`src/rtl/pfsoc_fabric_reset_sequencer.sv`:
```
// Fabric reset sequencer: waits for device init and bank VDDI, qualifies the
// fabric PLL lock with a consecutive-cycle filter, holds reset for a fixed
// number of cycles and then releases FABRIC_RESET_N. Lock loss, init loss or a
// software request in RUN re-enters the reset sequence. Reset assertion is
// asynchronous; every release path is synchronous to CLK.
module pfsoc_fabric_reset_sequencer #(
  parameter int SYNC_STAGES       = 2,
  parameter int PLL_LOCK_FILTER   = 16,
  parameter int RESET_HOLD_CYCLES = 32
) (
  input  logic       CLK,
  input  logic       EXT_RST_N,
  input  logic       INIT_DONE,
  input  logic       BANK_VDDI_STATUS,
  input  logic       PLL_LOCK,
  input  logic       SS_BUSY,
  input  logic       SOFT_RST_REQ,
  output logic       PLL_POWERDOWN_B,
  output logic       FABRIC_RESET_N,
  output logic       READY,
  output logic [2:0] STATE,
  output logic [7:0] LOSS_COUNT
);

  typedef enum logic [2:0] {
    ST_RESET     = 3'd0,
    ST_WAIT_INIT = 3'd1,
    ST_WAIT_LOCK = 3'd2,
    ST_HOLD      = 3'd3,
    ST_RUN       = 3'd4
  } state_t;

  // One counter serves both the lock filter (WAIT_LOCK) and the hold timer
  // (HOLD); it is sized for whichever terminal count needs more bits.
  localparam int LOCK_W = (PLL_LOCK_FILTER > 1) ? $clog2(PLL_LOCK_FILTER) : 1;
  localparam int HOLD_W = (RESET_HOLD_CYCLES > 1) ? $clog2(RESET_HOLD_CYCLES) : 1;
  localparam int CNT_W  = (LOCK_W > HOLD_W) ? LOCK_W : HOLD_W;

  localparam logic [CNT_W-1:0] LOCK_LAST = CNT_W'(PLL_LOCK_FILTER - 1);
  localparam logic [CNT_W-1:0] HOLD_LAST = CNT_W'(RESET_HOLD_CYCLES - 1);

  localparam int N_SYNC = 4;

  // ---------------------------------------------------------------------
  // Input synchronisers
  // ---------------------------------------------------------------------
  logic [N_SYNC-1:0] async_in;
  logic [N_SYNC-1:0] sync_out;

  assign async_in = {SS_BUSY, PLL_LOCK, BANK_VDDI_STATUS, INIT_DONE};

  genvar gi;
  generate
    for (gi = 0; gi < N_SYNC; gi++) begin : g_sync
      logic [SYNC_STAGES-1:0] chain_reg;

      // Shift the raw status bit through SYNC_STAGES flops, cleared on reset.
      always_ff @(posedge CLK or negedge EXT_RST_N) begin
        if (!EXT_RST_N) begin
          chain_reg <= '0;
        end else begin
          chain_reg <= {chain_reg[SYNC_STAGES-2:0], async_in[gi]};
        end
      end

      assign sync_out[gi] = chain_reg[SYNC_STAGES-1];
    end
  endgenerate

  logic init_s;
  logic vddi_s;
  logic lock_s;
  logic busy_s;
  logic ok_s;

  assign init_s = sync_out[0];
  assign vddi_s = sync_out[1];
  assign lock_s = sync_out[2];
  assign busy_s = sync_out[3];
  assign ok_s   = init_s & vddi_s;

  // ---------------------------------------------------------------------
  // State, counter and loss counter
  // ---------------------------------------------------------------------
  state_t           state_reg;
  state_t           state_next;
  logic [CNT_W-1:0] cnt_reg;
  logic [CNT_W-1:0] cnt_next;
  logic [7:0]       loss_reg;
  logic [7:0]       loss_next;
  logic             loss_event;

  logic             frn_reg;
  logic             ready_reg;
  logic             pdb_reg;

  // Register the next state together with the outputs decoded from it, so
  // every output changes on the same edge as STATE.
  always_ff @(posedge CLK or negedge EXT_RST_N) begin
    if (!EXT_RST_N) begin
      state_reg <= ST_RESET;
      cnt_reg   <= '0;
      loss_reg  <= '0;
      frn_reg   <= 1'b0;
      ready_reg <= 1'b0;
      pdb_reg   <= 1'b0;
    end else begin
      state_reg <= state_next;
      cnt_reg   <= cnt_next;
      loss_reg  <= loss_next;
      frn_reg   <= (state_next == ST_RUN);
      ready_reg <= (state_next == ST_RUN);
      pdb_reg   <= (state_next != ST_RESET) && (state_next != ST_WAIT_INIT);
    end
  end

  // Next-state and counter logic. The counter is cleared on every state
  // change so each phase starts counting from zero.
  always_comb begin
    state_next = state_reg;
    cnt_next   = cnt_reg;
    loss_event = 1'b0;

    case (state_reg)
      ST_RESET: begin
        state_next = ST_WAIT_INIT;
        cnt_next   = '0;
      end

      ST_WAIT_INIT: begin
        cnt_next = '0;
        if (ok_s) begin
          state_next = ST_WAIT_LOCK;
        end
      end

      ST_WAIT_LOCK: begin
        if (!ok_s) begin
          state_next = ST_WAIT_INIT;
          cnt_next   = '0;
        end else if (!lock_s) begin
          // Any lock dropout restarts the full qualification window.
          cnt_next = '0;
        end else if (cnt_reg == LOCK_LAST) begin
          state_next = ST_HOLD;
          cnt_next   = '0;
        end else begin
          cnt_next = cnt_reg + CNT_W'(1);
        end
      end

      ST_HOLD: begin
        if (!ok_s) begin
          state_next = ST_WAIT_INIT;
          cnt_next   = '0;
        end else if (!lock_s) begin
          state_next = ST_WAIT_LOCK;
          cnt_next   = '0;
        end else if (cnt_reg == HOLD_LAST) begin
          // Hold time is complete; system services may still block release.
          if (!busy_s) begin
            state_next = ST_RUN;
            cnt_next   = '0;
          end
        end else begin
          cnt_next = cnt_reg + CNT_W'(1);
        end
      end

      ST_RUN: begin
        cnt_next = '0;
        if (!ok_s) begin
          state_next = ST_WAIT_INIT;
          loss_event = 1'b1;
        end else if (!lock_s) begin
          state_next = ST_WAIT_LOCK;
          loss_event = 1'b1;
        end else if (SOFT_RST_REQ) begin
          state_next = ST_HOLD;
        end
      end

      default: begin
        // Encodings 5..7 are unreachable in normal operation; recover.
        state_next = ST_RESET;
        cnt_next   = '0;
      end
    endcase
  end

  // Saturating count of RUN exits caused by init or lock loss.
  always_comb begin
    loss_next = loss_reg;
    if (loss_event && (loss_reg != 8'hFF)) begin
      loss_next = loss_reg + 8'd1;
    end
  end

  assign STATE           = state_reg;
  assign FABRIC_RESET_N  = frn_reg;
  assign READY           = ready_reg;
  assign PLL_POWERDOWN_B = pdb_reg;
  assign LOSS_COUNT      = loss_reg;

endmodule

```
`config.mk`:
```
export PLATFORM = sky130hd
export DESIGN_NAME = pfsoc_fabric_reset_sequencer
export DESIGN_NICKNAME = d
export VERILOG_FILES = /design/src/rtl/pfsoc_fabric_reset_sequencer.sv
export SDC_FILE = /design/constraint.sdc
export NUM_CORES = 1
export LEC_CHECK = 0
export ABC_AREA = 0
export CORE_AREA = 2 2 48 67
export DETAILED_ROUTE_END_ITERATION = 10
export DIE_AREA = 0 0 50 69
export PLACE_DENSITY_LB_ADDON = 0.3
export SLEW_MARGIN = 20
export SYNTH_ARGS = -nofsm -noshare
export SYNTH_HDL_FRONTEND = slang
export SYNTH_SLANG_ARGS = --single-unit
```
`constraint.sdc`:
```
create_clock -name CLK -period 1.82 [get_ports CLK]
set_input_delay 0.182 -clock CLK [delete_from_list [all_inputs] [get_ports CLK]]
set_output_delay 0.182 -clock CLK [all_outputs]
set_load 0.02 [all_outputs]
```
* Word level (Yosys, flattened, before mapping) *
Cells that the tools add are included.

word-level totals
  logic and storage cells = 49
  output and inout port bits = 14
  bits of input ports = 7
  register bits after elaboration = 26

operators by class
  reductions and logical operators = 4
  add/subtract/negate cells = 2
  bitwise operators = 1
  multiplexer cells = 23
  equal/unequal tests = 10

operators by type and width
  operator               number
  $mux W5                7
  $mux W3                11
  $pmux W3 S5            1
  $pmux W5 S2            1
  $add A8 B1 Y8 const B  1
  $ne A8 B8 Y1 const B   1
  $eq A3 B2 Y1 const B   2
  $eq A3 B3 Y1 const B   2
  $add A5 B1 Y5 const B  1
  $eq A5 B4 Y1 const B   1
  $eq A5 B5 Y1 const B   1
  $ne A5 B5 Y1 const B   1
  $eq A3 B1 Y1 const B   1
  $logic_not A3 Y1       1
  $mux W1                3
  $ne A3 B1 Y1 const B   1
  $reduce_bool A3 Y1     1
  $logic_and A1 B1 Y1    2
  $and A1 B1 Y1          1

* Logic depth before layout (Yosys ltp) *
  depth in word-level cells = 7
  depth in mapped cells = 7
  mapped depth without buffers = 7

* Worst setup path after synthesis *
Ideal clock, no wire load.

  path kind = flip-flop to flip-flop
  start = register cnt_reg[0]
  end = register pdb_reg (netlist: PLL_POWERDOWN_B)
  period minus slack after synthesis = 1,840 ps
  required time = 1,700 ps
  arrival time = 1,720 ps
  setup time = 120 ps
  path buffers = 0
  stages on the path, launching flop included = 8
  slack = -20 ps
  cells stage by stage = dfrtp_1 -> ha_1 -> and3_1 -> ha_1 -> nor2b_1 -> nand3_1 -> a221o_1 -> a41o_1

on the way
  cells in the longest elaborated chain, start to end = 7
  elaborated cells on any way between the ends = 12
  classes of those cells = eq/ne (3); mux (7); reduce/logical (2)

RTL lines
  item                                                       RTL line  text
  from (decl)                                                87        logic [CNT_W-1:0] cnt_reg;
  from (signal assigned)                                     109       cnt_reg <= cnt_next;
  $eq A5 B5 Y1 / $eq A5 B4 Y1 (equally long branches)        159, 144
  $mux W3, on equally long branches                          159, 144
  $mux W3, on equally long branches                          156, 141
  $mux W3, on equally long branches                          153, 138
  $pmux W3 S5 *                                              124       case (state_reg)
  $ne A3 B1 Y1 / $reduce_bool A3 Y1 (equally long branches)  113       pdb_reg <= (state_next != ST_RESET) && (state_next != ST_WAIT_INIT);
  $logic_and A1 B1 Y1 *                                      113
  to (signal assigned)                                       113
  to (decl)                                                  95        logic pdb_reg;

Mark *: on every way between the ends. The rest lies on a longest branch, timed or not.
A chain may end at the register's enable or synchronous reset.

* Worst setup path after layout *
Same ends and word-level chain as after synthesis.

==> metrics.cfg <==
[status]
status=finished clean

[clocking]
path_clk_slew_ns=0.08
clockRootBuffer=clkbuf_8
cts_buffers=3
ctsHoldBuffers=0
cts_tree=built
clock_latency_ns=0.26
clock-sinks=26
cts_buffer_depth=2
htree_levels=1

[worst_setup_path]
worst_setup_path_start_kind=register
required_ns=1.98
critPathSlowestCell=dfrtp_1
critical_path_arrival_ns=1.92
cp_num_buf_inv=0
r2r_start=cnt_reg[0]
worst-path-max-fanout=4
critPathLaunch=cnt_reg[0]
crit_path_end_kind=register
crit_chain=ha_2, and3_4, ha_4, nor2b_4, nand3_2, a221o_1, a41o_1
path_class=reg2reg
critical_path.top_delay_family=compound AO/OA/AOI/OAI gates
rrSetupSlack_ns=0.05
max_stage_delay_ns=0.36

[pwr]
powerDensity_nw_per_um2=605
ir_drop_v=0.000509
p_leak_uw=0.000684
p_total_uw=983

[timing]
clock_skew_ns=0.00333
period_needed_ns=1.77
final_max_slew_viol_count=0
final.period_utilization_pct=97.0
tightest_slew_ns=0.359
rsz0062_at_grt=true
timing.fmax_ghz=0.566
whs_ns=0.280
hold_viol_final=0
relSlewSlack_pct=76.1
setup_viol=0

[placed_design]
place_congestion=0.779
dpl.hpwl_mm=1.73
numPortBuffers=20

[finish]
layout.nets=156
drive_above_1_share_pct=19.0
fillers=247
antenna_cells=0
final_common_cell=dfrtp_1
final_cell_mix=dfrtp_1 (25), clkdlybuf4s50_1 (20), nor2_1 (13)
syn2layout_area_growth_pct=28.6

[floorplanning]
die_y_um=69
rows=23
coreArea_um2=2850
dieArea_um2=3450
die_w_um=50
ios=21
initial_core_util_pct=44.3

[route]
drtIter0Drc=14
finalWirelength_mm=2.46
drtPass1Iterations=4
post_drt_wl_per_cell_um=13.7
drc=0
viasPerCell=5.29
antenna_left=0
vias=947

[yosys]
yosys.area.top_type=dfrtp_1
syn_nets=128
yosys-top-cells-area=dfrtp_1 (52%), ha_1 (5.0%), nor2_1 (3.9%), nand2_1 (3.0%), a21oi_1 (2.8%)
netlist_area_um2=1260
ys_async_sr_fraction_pct=100
synth_top_cell_area_share_pct=51.5
synth.yosys.warnings=0
avgSynthCellArea_um2=10.9
yosysSeqAreaShare_pct=51.5
synthCells=116
synth_ff_type=dfrtp_1
synth_cell_types=41
synth_edf_count=0
ys_ff_latch=26

[grt]
grt_start_max_net_pins=27
grt_pass1_wl_mm=4.39
grt_use_total_pct=16.2
antenna_found_initial=0
grt_pass1_vias=949
overflow=0

[flow_run]
maxCapViolCount=0

[min_path]
hold_path_class=in2async

## worst reg2reg max path, cell delays in order, from the launching register on
cell	delay [ns]
dfrtp_1	0.36
ha_2	0.18
and3_4	0.21
ha_4	0.15
nor2b_4	0.16
nand3_2	0.08
a221o_1	0.35
a41o_1	0.19
## metrics by stage
stage	TNS (ns)	util, %	setup WS [ns]	area, um^2	instances
after floorplan	0	-	0.0134	1260	116
after global placement	-0.0277	53.0	-0.0277	1510	173
after detailed placement	-0.0884	53.0	-0.0807	1510	173
after CTS	-0.0130	55.3	-0.0130	1580	177
after global routing	-0.0993	57.0	-0.0531	1620	179
final	0	57.0	0.0545	1620	179
## area by class of cell
type	count	area, um^2	area share, %
multi-input cells	83	621	38.2
flip-flops and latches	26	652	40.1
clock buffers	3	41.3	2.54
inverters	3	11.3	0.693
well taps	37	46.3	2.85
repair buffers	27	253	15.6
## worst paths after layout
kind                                                to  cells after the start
worst max-delay path                   PLL_POWERDOWN_B                      7
worst min-delay path                          STATE[1]                      2
worst max register to register         PLL_POWERDOWN_B                      7
worst min register to register  g_sync[3].chain_reg[1]                      0
max in group asynchronous                     STATE[0]                      2
min in group CLK                g_sync[0].chain_reg[0]                      1
## cell usage after synthesis, drive strengths merged, types with 3 or more instances
library cell	number
buf	4
a21oi	7
o21ai	3
nor2	14
nand3	7
mux2	4
ha	5
dfrtp	26
nand4	3
nand2	10
inv	3
xor2	4
## layer usage
metal	wire [um]	GRT usage, %
met1	1030	21.1
met2	1330	25.9
met3	68	2.38
met4	32	8.02
met5	0	0
## cells by family after synthesis
group,share of synthesized area [%]
xor+xnor,2.77
compound gates,10.3
buf+inv,3.37
mux,4.36
flops,51.5
fa+ha+maj,4.96
simple gates,22.7
## power by group
part	switching (uW)	internal (uW)	total [uW]
clock	164	148	312
sequential	18.4	591	609
combinational	30.9	31.7	62.6
## repair_timing
item / in CTS / in global routing
pin swaps: 0 / 5
resized for setup: 4 / 7
setup buffers: 1 / 2
endpoints found under the setup margin: 3 / 6
endpoints found under the hold margin: 0 / 0
Power figures use the tool's default switching activity.
==> variant: new RTL, config.mk and constraints unchanged <==
The parameter `PLL_LOCK_FILTER` goes from 16 to 8.
--- a/src/rtl/pfsoc_fabric_reset_sequencer.sv
+++ b/src/rtl/pfsoc_fabric_reset_sequencer.sv
@@ -5,7 +5,7 @@
 // asynchronous; every release path is synchronous to CLK.
 module pfsoc_fabric_reset_sequencer #(
   parameter int SYNC_STAGES       = 2,
-  parameter int PLL_LOCK_FILTER   = 16,
+  parameter int PLL_LOCK_FILTER   = 8,
   parameter int RESET_HOLD_CYCLES = 32
 ) (
   input  logic       CLK,
Behaviour: no difference found for any inputs over 10 cycles, from zero or initial values and one cycle with EXT_RST_N low; that may be too few to reach the edited logic, so the function may still have changed.
==> variant against the original RTL <==
Sequential cell count did not move; worst setup slack better by 0.019 ns; sequential power fell by 2%; wire length decreased by 1.3%; synthesized area fell by 5.9%; critical path depth stayed put; core utilization is 0.53 points lower; die area stayed put; power up 5.1%; final area is 0.92% lower; synthesized cell count shrank 8.6%; first-iteration DRC count up 43%; final cell count shrank 0.56%; critical endpoint is now cnt_reg[3].
==> variant: results (changes against the original RTL) <==
<table>
<tr><th>Metric</th><th>Value</th></tr>
<tr><th colspan="2">Run status</th></tr>
<tr><td>Result of the run</td><td>completed (unchanged)</td></tr>
<tr><th colspan="2">Logic synthesis</th></tr>
<tr><td>Sequential fraction of the synthesis area</td><td>0.548 (was 0.515)</td></tr>
<tr><td>Cell types occupying the most area after synthesis</td><td>dfrtp_1 55%, nand2_1 4.4%, and3_1 3.2% (was dfrtp_1 52%, ha_1 5.0%, nor2_1 3.9%)</td></tr>
<tr><td>Syn_area_per_cell</td><td>11.2 µm² (was 10.9 µm²)</td></tr>
<tr><td>Synth Net Count</td><td>116 (was 128)</td></tr>
<tr><td>Most used standard cells in the synthesized netlist</td><td>26 x dfrtp_1, 14 x nand2_1, 6 x and3_1 (was 26 x dfrtp_1, 13 x nor2_1, 10 x nand2_1)</td></tr>
<tr><th colspan="2">Worst setup path</th></tr>
<tr><td>CP delay by family, top</td><td>simple AND/OR/NAND/NOR gates (was compound AO/OA/AOI/OAI gates)</td></tr>
<tr><td>Critical path arrival</td><td>1.96 ns (was 1.92 ns)</td></tr>
<tr><td>Maximum fanout encountered on the critical timing path</td><td>5 (was 4)</td></tr>
<tr><td>Highest cell delay on the worst timing path</td><td>0.39 ns (was 0.36 ns)</td></tr>
<tr><th colspan="2">STA</th></tr>
<tr><td>Worst max-slew margin expressed relative to the limit</td><td>0.778 (was 0.761)</td></tr>
<tr><th colspan="2">Final layout</th></tr>
<tr><td>Number of clock buffers in the layout</td><td>4 (was 3)</td></tr>
<tr><td>Buffers excl. clock</td><td>33 (was 27)</td></tr>
<tr><td>Final non-clock buffer share</td><td>0.185 (was 0.156)</td></tr>
<tr><td>Flip-flop and latch share of the layout cell area</td><td>0.404 (was 0.401)</td></tr>
<tr><td>Fraction of final layout cells with drive strength greater than 1</td><td>0.199 (was 0.190)</td></tr>
<tr><td>Number of nets at the end of the flow</td><td>152 (was 156)</td></tr>
<tr><td>Number of cells in the finished layout apart from fillers</td><td>178 (was 179)</td></tr>
<tr><th colspan="2">GRT</th></tr>
<tr><td>Fraction of met1 tracks used by global routing</td><td>0.176 (was 0.211)</td></tr>
<tr><td>Global routing usage on met3</td><td>0.0216 (was 0.0238)</td></tr>
<tr><td>Grt met2 use</td><td>0.278 (was 0.259)</td></tr>
<tr><td>Global router's overall resource usage</td><td>0.154 (was 0.162)</td></tr>
<tr><td>Global-route wire length before repair</td><td>4240 µm (was 4390 µm)</td></tr>
<tr><th colspan="2">Routing</th></tr>
<tr><td>Ratio of routed vias to standard cells</td><td>5.26 (was 5.29)</td></tr>
<tr><td>DR iter-0 viols</td><td>20 (was 14)</td></tr>
<tr><th colspan="2">Power</th></tr>
<tr><td>Reported combinational group power</td><td>0.0000704 W (was 0.0000626 W)</td></tr>
<tr><td>Leakage dissipation</td><td>0.713 nW (was 0.684 nW)</td></tr>
<tr><th colspan="2">Placed design</th></tr>
<tr><td>Routability Congestion</td><td>0.805 (was 0.779)</td></tr>
<tr><td>HPWL reported at the end of detailed placement</td><td>1830 µm (was 1730 µm)</td></tr>
</table>
variant: cell count changes after synthesis, sizes merged, moves of 2 or more:
cell	change
nor2	-12
mux2	-4
xnor2	+4
nand2	+4
o21ai	+4
nor3	+4
buf	-3
nand3	-3
a21oi	-5
and3	+4
nand4	-2
ha	-2
variant: logic make-up (layout without fill, tap and decap cells):
group | count (synthesis) | in the layout | synth area share
buffers and inverters | 5 | 40 | 0.0190
flip-flops | 26 | 26 | 0.548
AND/OR/NAND/NOR | 43 | 43 | 0.209
AO/OA/AOI/OAI | 22 | 22 | 0.141
XOR/XNOR | 7 | 7 | 0.0516
adder cells (fa/ha/maj) | 3 | 3 | 0.0316
variant: final timing paths:
check	startpoint	endpoint	slack (ns)	cells after the start
worst min register to register	g_sync[3].chain_reg[0]	g_sync[3].chain_reg[1]	0.36	0
min in group CLK	INIT_DONE	g_sync[0].chain_reg[0]	0.34	1
max in group asynchronous	EXT_RST_N	LOSS_COUNT[6]	1.30	2
worst max register to register	cnt_reg[0]	cnt_reg[3]	0.07	7
worst max-delay path	cnt_reg[0]	cnt_reg[3]	0.07	7
worst min-delay path	EXT_RST_N	cnt_reg[0]	0.27	2
variant: stage by stage:
stage	area (µm²)	total power [W]	setup WS [ns]
after global placement	1510	0.000678	0.0302
final	1610	0.00103	0.0738
after CTS	1580	0.00105	0.0378
after global routing	1610	0.00108	-0.0237
after detailed placement	1510	0.000680	-0.0229
after floorplan	1190	0.000635	0.0180
variant: what timing repair did:
action / CTS / global route
setup endpoints to repair: 3 / 4
gates resized for setup: 1 / 4
setup buffers: 1 / 1
pin swaps: 0 / 1
hold endpoints to repair: 0 / 0
